`src/rtl/xor_frame_checksum_pkg.sv`:
```
// rtl/xor_frame_checksum_pkg.sv - shared state encodings and defaults for the XOR frame checksum
package xor_frame_checksum_pkg;

    // Default datapath width, matching the upstream 16-bit XOR datapath.
    localparam int XOR_WIDTH = 16;

    // FSM state encodings. Plain constants keep them usable from older tools.
    localparam logic [1:0] S_IDLE = 2'd0;
    localparam logic [1:0] S_ACC  = 2'd1;
    localparam logic [1:0] S_OUT  = 2'd2;

endpackage

```
`src/rtl/xor_frame_checksum_word_fold.sv`:
```
// rtl/xor_frame_checksum_word_fold.sv - combinational WIDTH-generic bitwise XOR of two words
//
// Ports:
//   a  in  WIDTH  running accumulator
//   b  in  WIDTH  incoming word
//   f  out WIDTH  a ^ b, bit by bit (no carry between bits)
module xor_word_fold #(
    parameter int WIDTH = 16
) (
    input  logic [WIDTH-1:0] a,
    input  logic [WIDTH-1:0] b,
    output logic [WIDTH-1:0] f
);

    genvar g;
    generate
        for (g = 0; g < WIDTH; g = g + 1) begin : g_bit
            assign f[g] = a[g] ^ b[g];
        end
    endgenerate

endmodule

```
`src/rtl/xor_frame_checksum.sv`:
```
// rtl/xor_frame_checksum.sv - folds a valid/ready frame of words into one XOR checksum
//
// Ports:
//   clk           in   1      single clock, posedge
//   rst           in   1      synchronous active-high reset
//   in_valid      in   1      in_data / in_last qualify this cycle
//   in_ready      out  1      block can accept a word (low only while a result is pending)
//   in_data       in   WIDTH  word folded into the checksum
//   in_last       in   1      accepted word closes the frame
//   out_valid     out  1      result available
//   out_ready     in   1      consumer takes the result
//   out_checksum  out  WIDTH  XOR of every word in the frame
//   out_count     out  CNT_W  words in the frame, saturating at MAX_WORDS
//   out_err       out  1      frame ran past MAX_WORDS
module xor_frame_checksum
    import xor_frame_checksum_pkg::*;
#(
    parameter int WIDTH     = XOR_WIDTH,
    parameter int MAX_WORDS = 256,
    parameter int CNT_W     = 9
) (
    input  logic             clk,
    input  logic             rst,
    input  logic             in_valid,
    output logic             in_ready,
    input  logic [WIDTH-1:0] in_data,
    input  logic             in_last,
    output logic             out_valid,
    input  logic             out_ready,
    output logic [WIDTH-1:0] out_checksum,
    output logic [CNT_W-1:0] out_count,
    output logic             out_err
);

    localparam logic [CNT_W-1:0] MAX_CNT = CNT_W'(MAX_WORDS);

    logic [1:0]       r_state;
    logic [WIDTH-1:0] r_acc;
    logic [CNT_W-1:0] r_cnt;
    logic             r_err;
    logic [WIDTH-1:0] r_out_checksum;
    logic [CNT_W-1:0] r_out_count;
    logic             r_out_err;

    logic             w_in_ready;
    logic             w_accept;
    logic [WIDTH-1:0] w_fold;
    logic             w_cnt_full;
    logic [CNT_W-1:0] w_cnt_next;
    logic             w_err_next;

    // Ready depends on state alone so the upstream never sees a loop through in_valid.
    assign w_in_ready = (r_state != S_OUT);
    assign w_accept   = in_valid && w_in_ready;

    // acc is always zero in S_IDLE (cleared on reset and on result hand-off),
    // so the same fold serves the first word and every later one.
    xor_word_fold #(
        .WIDTH (WIDTH)
    ) u_fold (
        .a (r_acc),
        .b (in_data),
        .f (w_fold)
    );

    // Once the count sits at MAX_WORDS any further word is overlength:
    // the count holds and the error latches for the rest of the frame.
    assign w_cnt_full = (r_cnt == MAX_CNT);
    assign w_cnt_next = w_cnt_full ? r_cnt : (r_cnt + CNT_W'(1));
    assign w_err_next = r_err | w_cnt_full;

    always_ff @(posedge clk) begin
        if (rst) begin
            r_state        <= S_IDLE;
            r_acc          <= '0;
            r_cnt          <= '0;
            r_err          <= 1'b0;
            r_out_checksum <= '0;
            r_out_count    <= '0;
            r_out_err      <= 1'b0;
        end else begin
            case (r_state)
                S_IDLE, S_ACC: begin
                    if (w_accept) begin
                        r_acc <= w_fold;
                        r_cnt <= w_cnt_next;
                        r_err <= w_err_next;
                        if (in_last) begin
                            // Result registers capture the folded value including the last word.
                            r_state        <= S_OUT;
                            r_out_checksum <= w_fold;
                            r_out_count    <= w_cnt_next;
                            r_out_err      <= w_err_next;
                        end else begin
                            r_state <= S_ACC;
                        end
                    end
                end
                S_OUT: begin
                    // Outputs keep their values after hand-off; only the frame state clears.
                    if (out_ready) begin
                        r_state <= S_IDLE;
                        r_acc   <= '0;
                        r_cnt   <= '0;
                        r_err   <= 1'b0;
                    end
                end
                default: begin
                    r_state <= S_IDLE;
                end
            endcase
        end
    end

    assign in_ready     = w_in_ready;
    assign out_valid    = (r_state == S_OUT);
    assign out_checksum = r_out_checksum;
    assign out_count    = r_out_count;
    assign out_err      = r_out_err;

endmodule

```
`config.mk`:
```
export PLATFORM = sky130hd
export DESIGN_NAME = xor_frame_checksum
export DESIGN_NICKNAME = d
export VERILOG_FILES = /design/src/rtl/xor_frame_checksum_pkg.sv /design/src/rtl/xor_frame_checksum_word_fold.sv /design/src/rtl/xor_frame_checksum.sv
export SDC_FILE = /design/constraint.sdc
export NUM_CORES = 1
export LEC_CHECK = 0
export CAP_MARGIN = 20
export CORE_ASPECT_RATIO = 2
export CORE_UTILIZATION = 50
export CTS_CLUSTER_DIAMETER = 200
export CTS_CLUSTER_SIZE = 25
export DETAILED_ROUTE_END_ITERATION = 8
export GPL_ROUTABILITY_DRIVEN = 0
export PLACE_DENSITY = 0.77
export SLEW_MARGIN = 20
export SYNTH_ARGS = -nofsm -noshare
export SYNTH_HDL_FRONTEND = slang
export SYNTH_HIERARCHICAL = 1
export SYNTH_SLANG_ARGS = --single-unit
export TNS_END_PERCENT = 30
```
`constraint.sdc`:
```
create_clock -name clk -period 1.9 [get_ports clk]
set_clock_uncertainty 0.1 [all_clocks]
set_input_delay 0.19 -clock clk [delete_from_list [all_inputs] [get_ports clk]]
set_output_delay 0.19 -clock clk [all_outputs]
set_load 0.1 [all_outputs]
```
# Yosys cells after proc, flatten, opt, wreduce, memory -nomap -nowiden
# Cells that the tools add are included.
# W data, S select, Z words.
[op_classes] add_sub_neg=1 mul=0 n_div=0 order_cmp=0 eq_ne=6 shifts=0 n_mux=14 bitwise_logic=17 reduce_logical=7
[ops] op="$mux W16" count=2
[ops] op="$pmux W16 S2" count=1
[ops] op="$mux W9" count=3
[ops] op="$pmux W9 S2" count=1
[ops] op="$xor A1 B1 Y1" count=16
[ops] op="$add A9 B1 Y9 const B" count=1
[ops] op="$eq A9 B9 Y1 const B" count=1
[ops] op="$mux W2" count=3
[ops] op="$reduce_and A3 Y1" count=2
[ops] op="$ne A2 B2 Y1 const B" count=2
[ops] op="$pmux W2 S2" count=1
[ops] op="$eq A2 B1 Y1 const B" count=1
[ops] op="$eq A2 B2 Y1 const B" count=1
[ops] op="$logic_not A2 Y1" count=1
[ops] op="$mux W1" count=2
[ops] op="$ne A2 B1 Y1 const B" count=1
[ops] op="$pmux W1 S2" count=1
[ops] op="$reduce_and A2 Y1" count=1
[ops] op="$reduce_bool A2 Y1" count=1
[ops] op="$reduce_or A2 Y1" count=1
[ops] op="$logic_and A1 B1 Y1" count=1
[ops] op="$or A1 B1 Y1" count=1
[word_totals] reg_bits=54 latch_bits=0 mem_bits_rw=0 rom_bits=0 word_cells=52 mem_count=0

# Logic depth before layout (Yosys ltp)
# Gate-level depths: netlist of the first run.
[depth] depth_word=4 depth_mapped=6 mapped_depth_nobuf=5

# Hierarchy
# The synthesis of the first run kept the hierarchy.
[by_module_without_submodules] mod="xor_frame_checksum" instances=1 cells_per_inst=247 area_per_inst_um2=2115.8
[by_module_without_submodules] mod="xor_word_fold" instances=1 cells_per_inst=16 area_per_inst_um2=140.1

# Worst setup path before layout of the first run
# Ideal clock, no wire load.
[synth_timing] kind="register to output" start="register r_state[1]" end="output port in_ready" t_arrival_ns=2.808 required_time_ns=1.610 path_slack_ns=-1.198 path_stages_with_launch=3 path_cell_list="dfxtp_1 nor2b_1 inv_1"
[synth_via] elab_chain_cells=1
[synth_lines] element="start, declared" line_no="xor_frame_checksum.sv:37" source="logic [1:0] r_state;"
[synth_lines] element="start signal, assigned" line_no="xor_frame_checksum.sv:74" source="r_state <= S_IDLE;"
[synth_lines] element="start signal, assigned" line_no="xor_frame_checksum.sv:90" source="r_state <= S_OUT;"
[synth_lines] element="start signal, assigned" line_no="xor_frame_checksum.sv:95" source="r_state <= S_ACC;"
[synth_lines] element="$ne A2 B2 Y1" line_no="xor_frame_checksum.sv:53" source="assign w_in_ready = (r_state != S_OUT);"
[synth_lines] element="end, declared" line_no="xor_frame_checksum.sv:25" source="output logic in_ready,"
# Every way passes these cells.

# Worst setup path after layout of the first run
[layout_timing] start="register r_cnt[3]" end="register r_cnt[0]"
[layout_via] elab_chain_cells=4
[layout_lines] element="start, declared" line_no="xor_frame_checksum.sv:39" source="logic [CNT_W-1:0] r_cnt;"
[layout_lines] element="start signal, assigned" line_no="xor_frame_checksum.sv:86" source="r_cnt <= w_cnt_next;"
[layout_lines] element="$eq A9 B9 Y1" line_no="xor_frame_checksum.sv:68" source="assign w_cnt_full = (r_cnt == MAX_CNT);"
[layout_lines] element="$mux W9" line_no="xor_frame_checksum.sv:69" source="assign w_cnt_next = w_cnt_full ? r_cnt : (r_cnt + CNT_W'(1));"
[layout_lines] element="$mux W9" line_no="xor_frame_checksum.sv:84" source="if (w_accept) begin"
[layout_lines] element="$pmux W9 S2" line_no="xor_frame_checksum.sv:82" source="case (r_state)"
# Every way passes these cells. The select of a mux whose other input is x is not followed.
# A chain may end at the register's enable or synchronous reset.

==> run_results.csv, run 1 <==
group,metric,value,unit
clock_network,cts.reportedPaths.clkPinSlew,0.10,ns
clock_network,htree_num_levels,2,
yosys,synth_area_leaders,"dfxtp_1 (48%), nand2_1 (7.0%), xor2_1 (7.0%)",
die,rows,34,
hold_path,min_path_type,"in2reg",
die,dieWidth,49.5,um
timing,grt_setup_unrepaired,"no",
route,drc,0,
yosys,synth_cell_type_count,33,
critical_path,critPathKind,"reg2reg",
power,swShare,0.330,
global_route,antenna_found_initial,0,
yosys,synth.largest_area_cell,"dfxtp_1",
power,switchingPower,0.849,mW
critical_path,cp-start-kind,"flip-flop",
route,routedWlPerCell,13.6,um
cells_and_area,fin_util,0.672,
critical_path,worstPathArrival,1.77,ns
placed_design,portBuffers,48,
global_route,grt_max_degree,36,
yosys,synth_edf_count,0,
clock_network,tritoncts,"yes",
yosys,yosys.area.top_type_share,0.479,
power,power_frac_seq,0.482,
power,vdd_drop_max,611,uV
clock_network,cts.root.buffer_cell,"clkbuf_8",
global_route,overflow,0,
critical_path,crit_path_end_kind,"flip-flop",
run_status,outcome,"finished, final reports clean",
die,die_area,0.00480,mm^2
route,dr.pass1.iters,5,
route,vias_per_cell,5.40,
power,power.leakage,1.14,nW
yosys,syn_nets,286,
global_route,grtUsageTotal,0.227,
timing,drv_slew,0,
run,drv_cap,0,
critical_path,crit_path_cell_trace,"nor4_2 > nand4_2 > or2_4 > a311oi_2",
cells_and_area,n_antenna_cell,0,
yosys,avgSynthCellArea,8.58,um^2
timing,holdWs,0.270,ns
clock_network,cts_made_buffers,5,
cells_and_area,nets,337,
clock_network,cts_num_sinks,54,
power,power.share.clock,0.275,
route,finalWirelength,5.03,mm
timing,fmax,607,MHz
clock_network,clock_latency,0.31,ns
timing,worst_pin_slew,0.601,ns
power,comb_power_share,0.242,
yosys,yosysWarnings,6,
yosys,ys_seq_area_frac,0.479,
route,drt-initial-drc-count,49,
yosys,synthTopCellsByCount,"dfxtp_1 (54), nand2_1 (42), nor2_1 (34), a21oi_1 (26), xor2_1 (18)",
power,power,2.58,mW
power,p_per_area,883,mW/mm^2
critical_path,critPathMaxFanout,8,
cells_and_area,drive_above_1_share,0.187,
timing,final_hold_viol_count,0,
global_route,grt_pass1_wl,8.42,mm
timing,slew_headroom,0.599,
timing,period_needed,1.65,ns
global_route,grt_pass1_vias,1919,
clock_network,clock_path_buffers,2,
yosys,ys_ff_latch,54,
die,die_h,97.0,um
route,drtAntennaViolNets,0,
route,num_vias,1991,
die,initial_utilization,0.520,
critical_path,cp.required,2.02,ns
placed_design,dpl.hpwl,3.61,mm
yosys,async_reset_ff_frac,0,
yosys,syn_inst,263,
critical_path,cpPeakStageDelay,0.40,ns
die,core_area,0.00434,mm^2
die,ios,49,
yosys,synth_area,0.00226,mm^2
timing,fin_setup_tns,0,ns
timing,setup_viol,0,
critical_path,timing.critical_path.slowest_stage_cell,"dfxtp_1",
power,p_int,1.73,mW
cells_and_area,syn2layout_area_growth,29.3,%
yosys,synthMostInstantiatedCell,"dfxtp_1",
timing,min_period_over_period,0.867,
yosys,ys.flop_type,"dfxtp_1",
==> layout make-up <==
type	instances	area, um^2
Clock buffer	7	96.3
Clock inverter	1	8.76
Fill cell	384	1420
Inverter	3	11.3
Multi-Input combinational cell	188	1100
Sequential cell	54	1080
Tap cell	54	67.6
Timing Repair Buffer	62	548
==> worst max-delay path: cells and delay by family, from the launching register on <==
kind,cells,cell delay (ns)
AO/OA/AOI/OAI,1,0.25
flip-flops,1,0.40
AND/OR/NAND/NOR,3,0.81
==> registers in the layout, indices dropped and copies added, names as in the netlist <==
name,count
out_checksum,16
out_count,9
out_err,1
r_acc,16
r_cnt,9
r_err,1
r_state,2
==> logic make-up after synthesis <==
logic type / after synthesis / synth area share
simple gates: 99 / 0.195
compound gates: 64 / 0.184
flops: 54 / 0.479
xor+xnor: 23 / 0.0893
buf+inv: 21 / 0.0410
fa+ha+maj: 2 / 0.0111
==> per-layer routing <==
| metal | track usage | routed length [um] |
|---|---|---|
| met5 | 0 | 0 |
| met4 | 0.154 | 209 |
| met3 | 0.0440 | 148 |
| met2 | 0.404 | 2740 |
| met1 | 0.228 | 1930 |
==> cells in the final DEF (no fill, tap or decap), drive strengths merged, types with 2 or more instances in the layout <==
master	count
a211oi	8
a21oi	26
a22oi	17
a311oi	3
and2	3
buf	43
clkbuf	7
clkdlybuf4s50	19
dfxtp	54
ha	2
inv	3
nand2	42
nand2b	2
nand3	5
nand3b	2
nand4	2
nor2	34
nor2b	4
o21ai	5
o31ai	2
or3	2
xnor2	5
xor2	18
==> timing repair <==
item | CTS | global route
resized for setup | 0 | 1
setup buffers | 0 | 0
setup endpoints to repair | 0 | 5
hold buffers | 0 | 0
==> worst paths after layout <==
kind | from | end | slack (ns) | cells after the start
setup / recovery | r_cnt[3]$_SDFFE_PP0P_ | r_cnt[0]$_SDFFE_PP0P_ | 0.25 | 4
hold / removal | rst | r_acc[5]$_SDFFE_PP0P_ | 0.27 | 2
setup reg to reg | r_cnt[3]$_SDFFE_PP0P_ | r_cnt[0]$_SDFFE_PP0P_ | 0.25 | 4
hold reg to reg | out_checksum[15]$_SDFFE_PP0P_ | out_checksum[15]$_SDFFE_PP0P_ | 0.36 | 2
==> power by group through the flow <==
stage / Clock [mW] / Combinational (mW) / Sequential, mW
final: 0.709 / 0.623 / 1.24
after CTS: 0.735 / 0.625 / 1.24
after detailed placement: 0 / 0.624 / 1.27
after global placement: 0 / 0.618 / 1.27
after global routing: 0.780 / 0.662 / 1.25
after floorplan: 0 / 0.212 / 1.50
==> stage by stage <==
stage	setup slack (ns)	area, um^2	std cells
after floorplan	0.107	2260	263
after global placement	-0.160	2800	361
after detailed placement	-0.168	2800	361
after CTS	0.0804	2910	369
after global routing	0.136	2920	369
final	0.252	2920	369
(Power assumes the default switching activity.)
==> run 2, diff against run 1 <==
--- a/config.mk
+++ b/config.mk
@@ -7,12 +7,12 @@
 export LEC_CHECK = 0
 export CAP_MARGIN = 20
 export CORE_ASPECT_RATIO = 2
-export CORE_UTILIZATION = 50
+export CORE_UTILIZATION = 46
+export CTS_BUF_LIST = sky130_fd_sc_hd__clkbuf_4 sky130_fd_sc_hd__clkbuf_8
 export CTS_CLUSTER_DIAMETER = 200
-export CTS_CLUSTER_SIZE = 25
 export DETAILED_ROUTE_END_ITERATION = 8
 export GPL_ROUTABILITY_DRIVEN = 0
-export PLACE_DENSITY = 0.77
+export PLACE_DENSITY = 0.72
 export SLEW_MARGIN = 20
 export SYNTH_ARGS = -nofsm -noshare
 export SYNTH_HDL_FRONTEND = slang
==> run_results.csv, run 2 (same netlist as run 1, synthesis figures left out) <==
group,metric,value,unit
power,power.leakage,1.14,nW
critical_path,regToRegSetupSlack,0.21,ns
power,p_per_area,958,mW/mm^2
cells_and_area,nets,332,
route,dr.pass1.iters,4,
placed_design,dpl.hpwl,3.50,mm
route,drtAntennaViolNets,0,
critical_path,ff2ff_path_depth,4,
route,drt-initial-drc-count,63,
critical_path,crit_path_end_kind,"flip-flop",
global_route,grt_max_degree,39,
die,die_area,0.00521,mm^2
timing,slew_headroom,0.522,
timing,min_period_over_period,0.888,
critical_path,cp.required,2.02,ns
critical_path,critPathKind,"reg2reg",
critical_path,cp_num_cells,4,
route,finalWirelength,5.04,mm
global_route,grtUsageTotal,0.214,
critical_path,timing.rr.end,"r_cnt[0]$_SDFFE_PP0P_",
global_route,grt_pass1_wl,8.47,mm
route,drc,0,
timing,period_needed,1.69,ns
cells_and_area,n_antenna_cell,0,
global_route,grt_pass1_vias,1930,
clock_network,post_cts_buffers,0,
timing,grt_setup_unrepaired,"no",
power,vdd_drop_max,741,uV
cells_and_area,final_cell_mix,"dfxtp_1 (54), nand2_1 (42), nor2_1 (34)",
timing,final_hold_viol_count,0,
clock_network,clock_latency,0.30,ns
clock_network,cts_hold_buf,0,
die,initial_utilization,0.486,
die,die_h,101,um
global_route,overflow,0,
critical_path,worstPathArrival,1.81,ns
critical_path,crit_buf_inv,0,
clock_network,clock_path_buffers,2,
critical_path,setup.worst_path.end,"r_cnt[0]$_SDFFE_PP0P_",
cells_and_area,final_common_cell,"dfxtp_1",
run_status,outcome,"finished, final reports clean",
cells_and_area,nFillCells,437,
clock_network,cts.reportedPaths.clkPinSlew,0.10,ns
cells_and_area,drive_above_1_share,0.174,
clock_network,cts_made_buffers,5,
clock_network,cts_resized,0,
route,vias_per_cell,5.38,
die,core_area,0.00464,mm^2
die,rows,35,
timing,fin_setup_tns,0,ns
timing,fmax,593,MHz
critical_path,rr_startpoint,"r_cnt[3]$_SDFFE_PP0P_",
timing,drv_slew,0,
clock_network,cts.root.buffer_cell,"clkbuf_8",
critical_path,timing.critical_path.slowest_stage_cell,"dfxtp_1",
critical_path,critPathMaxFanout,8,
cells_and_area,syn2layout_area_growth,29.6,%
critical_path,cpPeakStageDelay,0.40,ns
critical_path,cp-start-kind,"flip-flop",
clock_network,htree_num_levels,2,
clock_network,cts_num_sinks,54,
die,ios,49,
route,routedWlPerCell,13.8,um
clock_network,tritoncts,"yes",
critical_path,crit_path_cell_trace,"nor4_2 > nand4_2 > or2_4 > a311oi_2",
critical_path,startpoint,"r_cnt[3]$_SDFFE_PP0P_",
placed_design,post-place-ws,0.0531,ns
global_route,antenna_found_initial,0,
run,drv_cap,0,
die,dieWidth,51.5,um
timing,setup_viol,0,
hold_path,min_path_type,"in2reg",
critical_path,cpLargestDelayFamily,"simple AND/OR/NAND/NOR gates",
timing,holdWs,0.318,ns
timing,worst_pin_slew,0.716,ns
placed_design,portBuffers,48,
timing,setup_ws,0.213,ns
route,num_vias,1965,
-- run 2: cell types whose count changed in the layout (fill, tap and decap cells not counted) --
cell,previous run,this run
clkinv_4,1,0
a21oi_2,0,1
bufinv_16,0,2
a21oi_4,1,0
clkbuf_8,7,6
buf_12,3,4
buf_4,39,33
-- run 2: final cells by class --
| type | count | area, um^2 | area share |
|---|---|---|---|
| clock buffer | 6 | 82.6 | 0.0283 |
| timing repair buffer | 57 | 523 | 0.179 |
| sequential | 54 | 1080 | 0.370 |
| inverter | 3 | 11.3 | 0.00385 |
| tap | 55 | 68.8 | 0.0235 |
| clock inverter | 2 | 60.1 | 0.0205 |
| multi-input combinational | 188 | 1100 | 0.375 |
-- run 2: per-stage QoR --
stage / utilization / instances / total power, mW / instance area, um^2
finish: 0.630 / 365 / 2.80 / 2920
global route: 0.630 / 365 / 2.90 / 2920
CTS: 0.630 / 365 / 2.82 / 2920
detailed placement: 0.599 / 357 / 1.89 / 2780
global placement: 0.599 / 357 / 1.88 / 2780
floorplan: - / 263 / 1.72 / 2260
-- run 2: worst min-delay path by stage --
| stage | start | end | slack (ns) | cells after the start |
|---|---|---|---|---|
| 3_3_place_gp | r_err$_SDFFE_PP0P_ | r_err$_SDFFE_PP0P_ | 0.34 | 2 |
| 5_1_grt | rst | r_acc[2]$_SDFFE_PP0P_ | 0.35 | 2 |
| 3_5_place_dp | out_checksum[13]$_SDFFE_PP0P_ | out_checksum[13]$_SDFFE_PP0P_ | 0.35 | 2 |
| 2_1_floorplan | in_last | r_state[0]$_SDFFE_PP0P_ | 0.20 | 1 |
| 4_1_cts | rst | r_cnt[1]$_SDFFE_PP0P_ | 0.32 | 2 |
| 6_report | rst | r_cnt[1]$_SDFFE_PP0P_ | 0.32 | 2 |
-- run 2: layer usage --
metal	share of wire	track usage	wire (um)
met4	0.028	0.112	143
met5	0	0	0
met2	0.55	0.392	2760
met3	0.027	0.0377	136
met1	0.40	0.219	2010
-- run 2: worst register-to-register path, cell delays in order (launching register included) --
cell	delay, ns
dfxtp_1	0.40
nor4_2	0.31
nand4_2	0.25
or2_4	0.31
a311oi_2	0.24
-- run 2: where the power goes --
group	internal (mW)	leakage, nW	switching, mW	total (mW)
registers	1.20	0.442	0.0437	1.24
logic	0.188	0.625	0.429	0.617
clock network	0.562	0.0714	0.378	0.940
==> run 3, diff against run 2 <==
--- a/config.mk
+++ b/config.mk
@@ -6,13 +6,16 @@
 export NUM_CORES = 1
 export LEC_CHECK = 0
 export CAP_MARGIN = 20
+export CELL_PAD_IN_SITES_DETAIL_PLACEMENT = 0
+export CELL_PAD_IN_SITES_GLOBAL_PLACEMENT = 1
 export CORE_ASPECT_RATIO = 2
-export CORE_UTILIZATION = 46
+export CORE_MARGIN = 4
+export CORE_UTILIZATION = 38
 export CTS_BUF_LIST = sky130_fd_sc_hd__clkbuf_4 sky130_fd_sc_hd__clkbuf_8
 export CTS_CLUSTER_DIAMETER = 200
 export DETAILED_ROUTE_END_ITERATION = 8
 export GPL_ROUTABILITY_DRIVEN = 0
-export PLACE_DENSITY = 0.72
+export PLACE_DENSITY = 0.78
 export SLEW_MARGIN = 20
 export SYNTH_ARGS = -nofsm -noshare
 export SYNTH_HDL_FRONTEND = slang
==> run_results.csv, run 3 (same netlist as run 1, synthesis figures left out) <==
group,metric,value,unit
timing,slew_headroom,0.597,
critical_path,crit_path_end_kind,"flip-flop",
cells_and_area,syn2layout_area_growth,29.7,%
cells_and_area,final_area,0.00293,mm^2
placed_design,portBuffers,48,
global_route,grtUsageTotal,0.157,
route,num_vias,1947,
cells_and_area,nFillCells,593,
clock_network,clock_latency,0.30,ns
timing,final_hold_viol_count,0,
critical_path,cpPeakStageDelay,0.39,ns
die,dieWidth,62.5,um
hold_path,min_path_type,"in2reg",
critical_path,critPathMaxFanout,7,
route,drtAntennaViolNets,0,
cells_and_area,final_common_cell,"dfxtp_1",
critical_path,cp.required,2.02,ns
clock_network,cts_resized,0,
timing,min_period_over_period,0.838,
timing,drv_slew,0,
placed_design,place_area,0.00281,mm^2
clock_network,clock_path_buffers,2,
route,drt-initial-drc-count,82,
critical_path,cpLargestDelayFamily,"simple AND/OR/NAND/NOR gates",
power,vdd_drop_max,529,uV
timing,fmax,628,MHz
clock_network,post_cts_buffers,0,
timing,grt_setup_unrepaired,"no",
route,dr.pass1.iters,4,
global_route,antenna_found_initial,0,
run_status,outcome,"finished, final reports clean",
critical_path,cp-start-kind,"flip-flop",
power,p_per_area,909,mW/mm^2
route,drc,0,
clock_network,cts_hold_buf,0,
cells_and_area,n_antenna_cell,0,
global_route,overflow,0,
timing,fin_setup_tns,0,ns
run,drv_cap,0,
power,power.leakage,1.14,nW
cells_and_area,drive_above_1_share,0.185,
route,vias_per_cell,5.19,
clock_network,cts_made_buffers,5,
critical_path,crit_path_cell_trace,"nor4_2 > nand4_2 > or2_4 > a311oi_2",
global_route,grt_pass1_vias,1855,
clock_network,cts.reportedPaths.clkPinSlew,0.10,ns
cells_and_area,regArea,0.00108,mm^2
die,ios,49,
cells_and_area,nets,337,
cells_and_area,final_cell_mix,"dfxtp_1 (54), nand2_1 (42), buf_4 (39)",
cells_and_area,instances_no_fill,375,
cells_and_area,multiInputGateArea,0.00110,mm^2
clock_network,tritoncts,"yes",
timing,period_needed,1.59,ns
placed_design,dpl.hpwl,4.13,mm
timing,worst_pin_slew,0.604,ns
critical_path,critPathKind,"reg2reg",
route,routedWlPerCell,15.0,um
die,rows,39,
die,initial_utilization,0.392,
power,power,2.66,mW
placed_design,dp.cells,368,
route,finalWirelength,5.61,mm
global_route,grt_pass1_wl,9.00,mm
timing,setup_viol,0,
clock_network,cts_num_sinks,54,
clock_network,cts.root.buffer_cell,"clkbuf_8",
die,core_area,0.00576,mm^2
die,die_area,0.00731,mm^2
critical_path,worstPathArrival,1.71,ns
critical_path,crit_buf_inv,0,
critical_path,timing.critical_path.slowest_stage_cell,"dfxtp_1",
die,die_h,117,um
clock_network,htree_num_levels,2,
global_route,grt_max_degree,33,
run 3: final timing paths:
kind,startpoint,endpoint,slack [ns],cells past startpoint
max,r_cnt[4]$_SDFFE_PP0P_,r_cnt[0]$_SDFFE_PP0P_,0.31,4
min,rst,r_cnt[1]$_SDFFE_PP0P_,0.28,2
max reg2reg,r_cnt[4]$_SDFFE_PP0P_,r_cnt[0]$_SDFFE_PP0P_,0.31,4
min reg2reg,out_checksum[0]$_SDFFE_PP0P_,out_checksum[0]$_SDFFE_PP0P_,0.36,2
run 3: stage by stage:
stage / setup WS [ns] / utilization / hold WS [ns]
floorplan: 0.107 / - / 0.203
global placement: 0.126 / 0.488 / 0.344
detailed placement: 0.0969 / 0.488 / 0.353
CTS: 0.307 / 0.508 / 0.266
global route: 0.216 / 0.508 / 0.308
finish: 0.307 / 0.508 / 0.277
run 3: per-layer routing:
metal | global-route usage | up-vias | part of all wire
li1 | - | 995 | -
met1 | 0.164 | 915 | 0.39
met2 | 0.312 | 30 | 0.57
met3 | 0.0210 | 7 | 0.025
met4 | 0.0590 | 0 | 0.013
met5 | 0 | - | 0
run 3: power by group:
part | leakage (nW) | internal (mW) | switching [mW]
clock | 0.0573 | 0.422 | 0.369
sequential | 0.442 | 1.20 | 0.0434
combinational | 0.644 | 0.192 | 0.433
total | 1.14 | 1.81 | 0.846
run 3: cell type report:
class | count | share of cell area
clock buffers | 6 | 0.0282
clock inverters | 1 | 0.0103
inverters | 3 | 0.00385
multi-input cells | 188 | 0.375
flip-flops and latches | 54 | 0.370
well taps | 61 | 0.0261
repair buffers | 62 | 0.187
